==> src/rtl/instr_fetch_pkg.sv <==
// Definitions: types and constants shared by the instruction fetch slice.
//   fetch_state_t   : fetch FSM states (IDLE, REDIR, RUN, HALT)
//   HALT_INSTR      : the all-ones instruction word that halts the program
//   PC_W_DEFAULT    : default program counter / ROM address width
//   INSTR_W_DEFAULT : default instruction width
package Definitions;

    localparam int PC_W_DEFAULT    = 10;
    localparam int INSTR_W_DEFAULT = 9;

    localparam logic [8:0] HALT_INSTR = 9'b111111111;

    typedef enum logic [1:0] {
        IDLE  = 2'd0,
        REDIR = 2'd1,
        RUN   = 2'd2,
        HALT  = 2'd3
    } fetch_state_t;

endpackage

==> src/rtl/instr_fetch_if.sv <==
// instr_fetch_if: ROM bus plus decoder/datapath signals of the fetch unit.
//   RomAddr      : registered ROM read address (fetch -> ROM)
//   RomData      : synchronous ROM output, mem[RomAddr of previous cycle]
//   BranchEn     : decoder flags the current Instruction as a branch
//   BranchTaken  : branch condition from the ALU
//   BranchTarget : resolved branch target address
//   Stall        : datapath is not consuming Instruction this cycle
//   Instruction  : current instruction word
//   InstrValid   : Instruction is real, not a bubble
//   PC           : address of Instruction
//   Done         : program halted (level)
// modport master is the fetch unit, modport slave is the ROM/decoder side.
interface instr_fetch_if
    import Definitions::*;
#(
    parameter int PC_W    = PC_W_DEFAULT,
    parameter int INSTR_W = INSTR_W_DEFAULT
);

    logic [PC_W-1:0]    RomAddr;
    logic [INSTR_W-1:0] RomData;
    logic               BranchEn;
    logic               BranchTaken;
    logic [PC_W-1:0]    BranchTarget;
    logic               Stall;
    logic [INSTR_W-1:0] Instruction;
    logic               InstrValid;
    logic [PC_W-1:0]    PC;
    logic               Done;

    modport master (
        output RomAddr, Instruction, InstrValid, PC, Done,
        input  RomData, BranchEn, BranchTaken, BranchTarget, Stall
    );

    modport slave (
        input  RomAddr, Instruction, InstrValid, PC, Done,
        output RomData, BranchEn, BranchTaken, BranchTarget, Stall
    );

endinterface

==> src/rtl/instr_fetch_skid.sv <==
// fetch_skid: one-entry skid buffer holding {address, ROM word}.
//   Clk, Reset_n : clock and asynchronous active-low reset
//   capture      : load addr_in/data_in and mark the entry valid
//   clear        : empty the entry (wins over capture)
//   addr_in      : address of the word on data_in
//   data_in      : ROM word to park
//   valid        : entry holds a parked word
//   addr_out     : parked address
//   data_out     : parked ROM word
module fetch_skid
    import Definitions::*;
#(
    parameter int PC_W    = PC_W_DEFAULT,
    parameter int INSTR_W = INSTR_W_DEFAULT
) (
    input  logic               Clk,
    input  logic               Reset_n,
    input  logic               capture,
    input  logic               clear,
    input  logic [PC_W-1:0]    addr_in,
    input  logic [INSTR_W-1:0] data_in,
    output logic               valid,
    output logic [PC_W-1:0]    addr_out,
    output logic [INSTR_W-1:0] data_out
);

    always_ff @(posedge Clk or negedge Reset_n) begin
        if (!Reset_n) begin
            valid    <= 1'b0;
            addr_out <= '0;
            data_out <= '0;
        end else if (clear) begin
            valid <= 1'b0;
        end else if (capture) begin
            valid    <= 1'b1;
            addr_out <= addr_in;
            data_out <= data_in;
        end
    end

endmodule

==> src/rtl/instr_fetch.sv <==
// instr_fetch: instruction fetch unit driving a synchronous-read ROM.
//   Clk        : clock, rising edge
//   Reset_n    : asynchronous active-low reset
//   Start      : one-cycle pulse, honoured in IDLE or HALT only
//   StartAddr  : first instruction address, sampled with Start
//   InstrCount : consumed-instruction counter (only with FETCH_PERF_EN)
//   bus        : instr_fetch_if.master (ROM bus, branch inputs, Stall,
//                Instruction/InstrValid/PC/Done outputs)
// Optional feature macro: FETCH_PERF_EN adds the saturating InstrCount.
module instr_fetch
    import Definitions::*;
#(
    parameter int PC_W    = PC_W_DEFAULT,
    parameter int INSTR_W = INSTR_W_DEFAULT
) (
    input  logic            Clk,
    input  logic            Reset_n,
    input  logic            Start,
    input  logic [PC_W-1:0] StartAddr,
`ifdef FETCH_PERF_EN
    output logic [15:0]     InstrCount,
`endif
    instr_fetch_if.master   bus
);

    localparam logic [INSTR_W-1:0] HALT_WORD = INSTR_W'(HALT_INSTR);

    fetch_state_t       state, next_state;
    logic [PC_W-1:0]    rom_addr, next_rom_addr;
    logic [PC_W-1:0]    fpc, next_fpc;
    logic [INSTR_W-1:0] instr, next_instr;
    logic [PC_W-1:0]    pc, next_pc;
    logic               instr_valid, next_valid;
    logic               done, next_done;
    logic               start_accept;

    logic               skid_capture;
    logic               skid_clear;
    logic               skid_valid;
    logic [PC_W-1:0]    skid_addr;
    logic [INSTR_W-1:0] skid_data;

    // While stalled the ROM keeps reading the held RomAddr, so the word that
    // was on RomData in the first stall cycle is lost unless parked here.
    fetch_skid #(
        .PC_W    (PC_W),
        .INSTR_W (INSTR_W)
    ) u_skid (
        .Clk      (Clk),
        .Reset_n  (Reset_n),
        .capture  (skid_capture),
        .clear    (skid_clear),
        .addr_in  (fpc),
        .data_in  (bus.RomData),
        .valid    (skid_valid),
        .addr_out (skid_addr),
        .data_out (skid_data)
    );

    always_ff @(posedge Clk or negedge Reset_n) begin
        if (!Reset_n) begin
            state       <= IDLE;
            rom_addr    <= '0;
            fpc         <= '0;
            instr       <= '0;
            pc          <= '0;
            instr_valid <= 1'b0;
            done        <= 1'b0;
        end else begin
            state       <= next_state;
            rom_addr    <= next_rom_addr;
            fpc         <= next_fpc;
            instr       <= next_instr;
            pc          <= next_pc;
            instr_valid <= next_valid;
            done        <= next_done;
        end
    end

    // Stall outranks branch and halt: both are only acted on in the cycle
    // the current instruction is actually consumed.
    always_comb begin
        next_state    = state;
        next_rom_addr = rom_addr;
        next_fpc      = rom_addr;
        next_instr    = instr;
        next_pc       = pc;
        next_valid    = instr_valid;
        next_done     = done;
        start_accept  = 1'b0;
        skid_capture  = 1'b0;
        skid_clear    = 1'b0;

        unique case (state)
            IDLE, HALT: begin
                if (Start) begin
                    start_accept  = 1'b1;
                    next_rom_addr = StartAddr;
                    next_done     = 1'b0;
                    next_valid    = 1'b0;
                    next_state    = REDIR;
                end
            end

            // RomData here still belongs to the old address; just advance.
            REDIR: begin
                next_valid    = 1'b0;
                next_rom_addr = rom_addr + PC_W'(1);
                next_state    = RUN;
            end

            RUN: begin
                if (bus.Stall) begin
                    next_fpc     = fpc;
                    skid_capture = ~skid_valid;
                end else begin
                    skid_clear = 1'b1;
                    if (instr_valid && (instr == HALT_WORD)) begin
                        next_valid = 1'b0;
                        next_done  = 1'b1;
                        next_state = HALT;
                    end else if (instr_valid && bus.BranchEn && bus.BranchTaken) begin
                        next_rom_addr = bus.BranchTarget;
                        next_valid    = 1'b0;
                        next_state    = REDIR;
                    end else begin
                        next_instr    = skid_valid ? skid_data : bus.RomData;
                        next_pc       = skid_valid ? skid_addr : fpc;
                        next_valid    = 1'b1;
                        next_rom_addr = rom_addr + PC_W'(1);
                    end
                end
            end

            default: next_state = IDLE;
        endcase
    end

`ifdef FETCH_PERF_EN
    logic [15:0] instr_count;
    logic        count_en;

    assign count_en = (state == RUN) && instr_valid && !bus.Stall;

    always_ff @(posedge Clk or negedge Reset_n) begin
        if (!Reset_n) begin
            instr_count <= '0;
        end else if (start_accept) begin
            instr_count <= '0;
        end else if (count_en && (instr_count != 16'hFFFF)) begin
            instr_count <= instr_count + 16'd1;
        end
    end

    assign InstrCount = instr_count;
`endif

    assign bus.RomAddr     = rom_addr;
    assign bus.Instruction = instr;
    assign bus.InstrValid  = instr_valid;
    assign bus.PC          = pc;
    assign bus.Done        = done;

endmodule

==> src/flat_wrapper.sv <==
// flat-port wrapper written by rule: the top's interface ports become plain ports
module instr_fetch_flat import Definitions::*;
#(
    parameter int PC_W    = PC_W_DEFAULT,
    parameter int INSTR_W = INSTR_W_DEFAULT
)
  (Clk, Reset_n, Start, StartAddr, bus_RomAddr, bus_Instruction, bus_InstrValid, bus_PC, bus_Done, bus_RomData, bus_BranchEn, bus_BranchTaken, bus_BranchTarget, bus_Stall);
  instr_fetch_if #(.PC_W(PC_W), .INSTR_W(INSTR_W)) bus_i ();
  input  logic Clk;
  input  logic Reset_n;
  input  logic Start;
  input  logic [PC_W-1:0] StartAddr;
  output wire logic [$bits(bus_i.RomAddr)-1:0] bus_RomAddr;
  output wire logic [$bits(bus_i.Instruction)-1:0] bus_Instruction;
  output wire logic [$bits(bus_i.InstrValid)-1:0] bus_InstrValid;
  output wire logic [$bits(bus_i.PC)-1:0] bus_PC;
  output wire logic [$bits(bus_i.Done)-1:0] bus_Done;
  input wire logic [$bits(bus_i.RomData)-1:0] bus_RomData;
  input wire logic [$bits(bus_i.BranchEn)-1:0] bus_BranchEn;
  input wire logic [$bits(bus_i.BranchTaken)-1:0] bus_BranchTaken;
  input wire logic [$bits(bus_i.BranchTarget)-1:0] bus_BranchTarget;
  input wire logic [$bits(bus_i.Stall)-1:0] bus_Stall;
  assign bus_RomAddr = bus_i.RomAddr;
  assign bus_Instruction = bus_i.Instruction;
  assign bus_InstrValid = bus_i.InstrValid;
  assign bus_PC = bus_i.PC;
  assign bus_Done = bus_i.Done;
  assign bus_i.RomData = bus_RomData;
  assign bus_i.BranchEn = bus_BranchEn;
  assign bus_i.BranchTaken = bus_BranchTaken;
  assign bus_i.BranchTarget = bus_BranchTarget;
  assign bus_i.Stall = bus_Stall;
  instr_fetch #(.PC_W(PC_W), .INSTR_W(INSTR_W)) u_core (.Clk(Clk), .Reset_n(Reset_n), .Start(Start), .StartAddr(StartAddr), .bus(bus_i));
endmodule
==> config.mk <==
export PLATFORM = sky130hd
export DESIGN_NAME = instr_fetch_flat
export DESIGN_NICKNAME = d
export VERILOG_FILES = /design/src/rtl/instr_fetch_pkg.sv /design/src/rtl/instr_fetch_if.sv /design/src/rtl/instr_fetch_skid.sv /design/src/rtl/instr_fetch.sv /design/src/flat_wrapper.sv
export SDC_FILE = /design/constraint.sdc
export NUM_CORES = 1
export LEC_CHECK = 0
export ABC_AREA = 1
export BUFFER_PORTS_ARGS = -buffer_cell sky130_fd_sc_hd__buf_2
export CORE_MARGIN = 8
export CORE_UTILIZATION = 45
export DETAILED_ROUTE_END_ITERATION = 8
export PLACE_DENSITY = 0.69
export SLEW_MARGIN = 10
export SYNTH_ARGS = -nofsm -noshare
export SYNTH_HDL_FRONTEND = slang
export SYNTH_HIERARCHICAL = 1
export SYNTH_SLANG_ARGS = --single-unit
export TNS_END_PERCENT = 30
==> constraint.sdc <==
create_clock -name Clk -period 5 [get_ports Clk]
set_input_delay 0.75 -clock Clk [delete_from_list [all_inputs] [get_ports Clk]]
set_output_delay 0.75 -clock Clk [all_outputs]
set_load 0.01 [all_outputs]
==> metrics.csv <==
stage,metric,value,unit
floorplan,Die H,101,µm
floorplan,full die area,10300,µm²
floorplan,core area,7180,µm²
run_status,status,"complete, no violations",
sta,Rel. slew slack,0.354,
cells_and_area,final non-filler cell total,572,
worst_setup_path,"Req. time, crit path",5.22,ns
route,ANT nets after route,0,
floorplan,initial core utilization,0.458,
clock_tree,Root Driver,clkbuf_8,
cells_and_area,layout cell share with drive strength beyond 1,0.237,
sta,unrepaired setup endpoints after global routing,false,
global_routing,total gr overflow,0,
synthesis,Syn Inst Count,410,
synthesis,Yosys warning total,6,
placement,placed inst area,3620,µm²
cells_and_area,Antenna diodes,0,
sta,Setup TNS,0,ns
worst_setup_path,"Max FO, Critical Path",22,
sta,Final Skew,0.00967,ns
synthesis,Post-Synth XOR/XNOR Area,0.0107,
clock_tree,CTS tree,yes,
route,total wire length,7700,µm
sta,# setup viols final,0,
clock_tree,clk buf depth,2,
worst_setup_path,R2R Path Start,u_core/state[0],
global_routing,initial antenna violation count,0,
cells_and_area,Area growth syn-to-layout,15.4,%
synthesis,synth top area cells,"dfrtp_1 48%, nand2_1 17%, o21ai_0 5.9%",
worst_setup_path,Crit path top cell by count,nand2_1,
worst_setup_path,"critical path, cell by cell",buf_2 > nand2_1 > nor2_1 > buf_4 > nand2_1 > nand2_1 > nand2_1,
placement,GP Congestion,0.889,
global_routing,vias in the first global route,2739,
worst_setup_path,Setup crit start,bus_Stall,
route,DRT iter0 DRCs,146,
sta,measured slew at the worst slew-check pin,0.970,ns
clock_tree,post-CTS sizing,0,
floorplan,Ports,66,
placement,Port Buf Inserts,65,
clock_tree,setup repair bufs after CTS,0,
route,post-route DRC violation count,0,
synthesis,"Seq/Total Area, Yosys",0.479,
clock_tree,# clock sinks,63,
cells_and_area,final instance area,3790,µm²
synthesis,Unique masters post-synth,31,
synthesis,"Async S/R FF share, synth",1.00,
clock_tree,cts hold-fix bufs,0,
route,DR vias/cell,4.90,
job,MaxCap Viol Count,0,
synthesis,Synth Area in Adders,0.0152,
synthesis,Synth Area in Compound Gates,0.0993,
synthesis,Synth top area share,0.479,
route,Pre-antenna DRT Iters,4,
power_and_ir_drop,Pleak,2.03,nW
power_and_ir_drop,PwrDens,619,nW/µm²
floorplan,Die X,101,µm
worst_setup_path,CP top delay family,simple AND/OR/NAND/NOR gates,
hold_path,critical hold path startpoint,u_core/u_skid/addr_out[8],
clock_tree,CTS H-tree lvls,3,
hold_path,worst hold path type,register to register,
sta,minimum clock period,2.44,ns
global_routing,largest net degree at the start of global routing,64,
worst_setup_path,CP max stage delay,0.46,ns
synthesis,Mapped Area,3290,µm²
sta,Final Cycle Share,0.488,
clock_tree,"Clk pin slew, worst setup/hold paths",0.07,ns
placement,cell count after placement,557,
global_routing,GRT Total Usage,0.160,
sta,Fmax,409,MHz
synthesis,Post-Syn Area per Cell,8.02,µm²
synthesis,Simple-Gate Fraction of Synth Area,0.289,
worst_setup_path,CP bufs+invs,2,
power_and_ir_drop,peak supply drop,0.280,mV
route,average wire per standard cell,13.5,µm
route,routed vias,2805,
clock_tree,Num CTS Buffers,9,
sta,Pins Over Slew Limit,0,
synthesis,Synth area leader,dfrtp_1,
global_routing,first-pass GRT wire length,12900,µm
clock_tree,Clock Latency Late Sink,0.33,ns
worst_setup_path,Arrival @ worst endpoint,2.66,ns
floorplan,row count,31,
worst_setup_path,CP startpoint kind,primary input,
placement,post-DP HPWL,5460,µm
synthesis,"flops & latches, synth",63,
worst_setup_path,Worst setup EP type,register,
cells_and_area,# nets final,508,
worst_setup_path,CP max stage cell,nand2_1,
synthesis,"Primary FF master, synth",dfrtp_1,
synthesis,syn_nets,449,
sta,final hold violation count,0,
worst_setup_path,Crit Path Category,primary input to register,
synthesis,post-synthesis mux area share,0.0308,
synthesis,"EDFF count, synth",0,
synthesis,largest family of logic cells by synthesized area,simple AND/OR/NAND/NOR gates,
[logic make-up after synthesis]
family	Yosys count
XOR/XNOR	4
adder cells (fa/ha/maj)	4
buffers and inverters	49
AND/OR/NAND/NOR	220
AO/OA/AOI/OAI	61
flip-flops	63
multiplexers	9
[layer usage]
layer / vias up / track usage / wire, µm
met2: 94 / 0.234 / 3300
met3: 12 / 0.0447 / 545
met5: - / 0 / 0
met1: 1277 / 0.212 / 3700
met4: 0 / 0.0802 / 155
li1: 1422 / - / -
[metrics by stage]
stage                     hold WS, ns  setup slack, ns  total power [mW]   util
final                           0.472             2.56              2.35  0.529
after global routing            0.495             2.32              2.57  0.529
after CTS                       0.474             2.51              2.37  0.529
after detailed placement        0.457             2.19              1.95  0.504
after global placement          0.449             2.29              1.93  0.504
after floorplan                 0.436             3.16              1.65      -
[state kept, by name (all words and copies together), names as in the netlist]
register	cells
u_core/bus.RomAddr	10
u_core/bus.Instruction	9
u_core/bus.InstrValid	1
u_core/bus.PC	10
u_core/state	2
u_core/u_skid/addr_out	10
u_core/u_skid/valid	1
u_core/fpc	10
u_core/u_skid/data_out	9
u_core/bus.Done	1
[layout by cell type, fill, tap and decap left out, types with 2 or more instances in the layout]
cell type / count
or2_2: 4
nor2_1: 23
nand2_1: 151
inv_1: 25
o21ai_2: 5
xor2_1: 4
o21ai_0: 39
ha_1: 4
o21ai_1: 4
nor3_4: 2
dfrtp_1: 63
buf_4: 2
mux2_2: 9
clkbuf_8: 9
buf_2: 65
nor2_2: 2
clkinv_2: 4
a21oi_1: 12
nand3_1: 31
inv_2: 4
[synthesized netlist by cell type (3+ instances only)]
| cell | instances |
|---|---|
| o21ai_1 | 4 |
| buf_6 | 3 |
| mux2_2 | 9 |
| dfrtp_1 | 63 |
| o21ai_0 | 39 |
| inv_1 | 25 |
| a21oi_1 | 12 |
| nand3_1 | 31 |
| buf_2 | 7 |
| ha_1 | 4 |
| or2_2 | 4 |
| xor2_1 | 4 |
| inv_2 | 4 |
| nor2_1 | 23 |
| o21ai_2 | 5 |
| nand2_1 | 151 |
| clkbuf_1 | 5 |
[worst min-delay path, delay by kind of cell, from the launching register on]
family,cells,cell delay [ns]
DFF,1,0.34
and+or+nand+nor,2,0.09
[power by group]
group / total, mW / internal (mW) / switching, mW
sequential: 0.950 / 0.748 / 0.202
clock: 0.406 / 0.224 / 0.182
combinational: 0.994 / 0.386 / 0.608
[layout make-up]
class	instances	area, µm²
Fill cell	706	3380
Multi-Input combinational cell	298	1460
Sequential cell	63	1580
Clock buffer	10	128
Timing Repair Buffer	67	340
Inverter	30	113
Tap cell	99	124
Clock inverter	5	50.0
[worst paths after layout]
path                                                  end  slack (ns)  cells after the start
worst max-delay path            u_core/u_skid/data_out[5]        2.56                      7
worst min-delay path            u_core/u_skid/addr_out[8]        0.47                      2
worst max register to register  u_core/u_skid/data_out[5]        2.56                      8
worst min register to register  u_core/u_skid/addr_out[8]        0.47                      2
max in group asynchronous           u_core/bus.RomAddr[0]        3.90                      2
min in group asynchronous       u_core/u_skid/data_out[3]        0.59                      2
(Power assumes the default switching activity.)
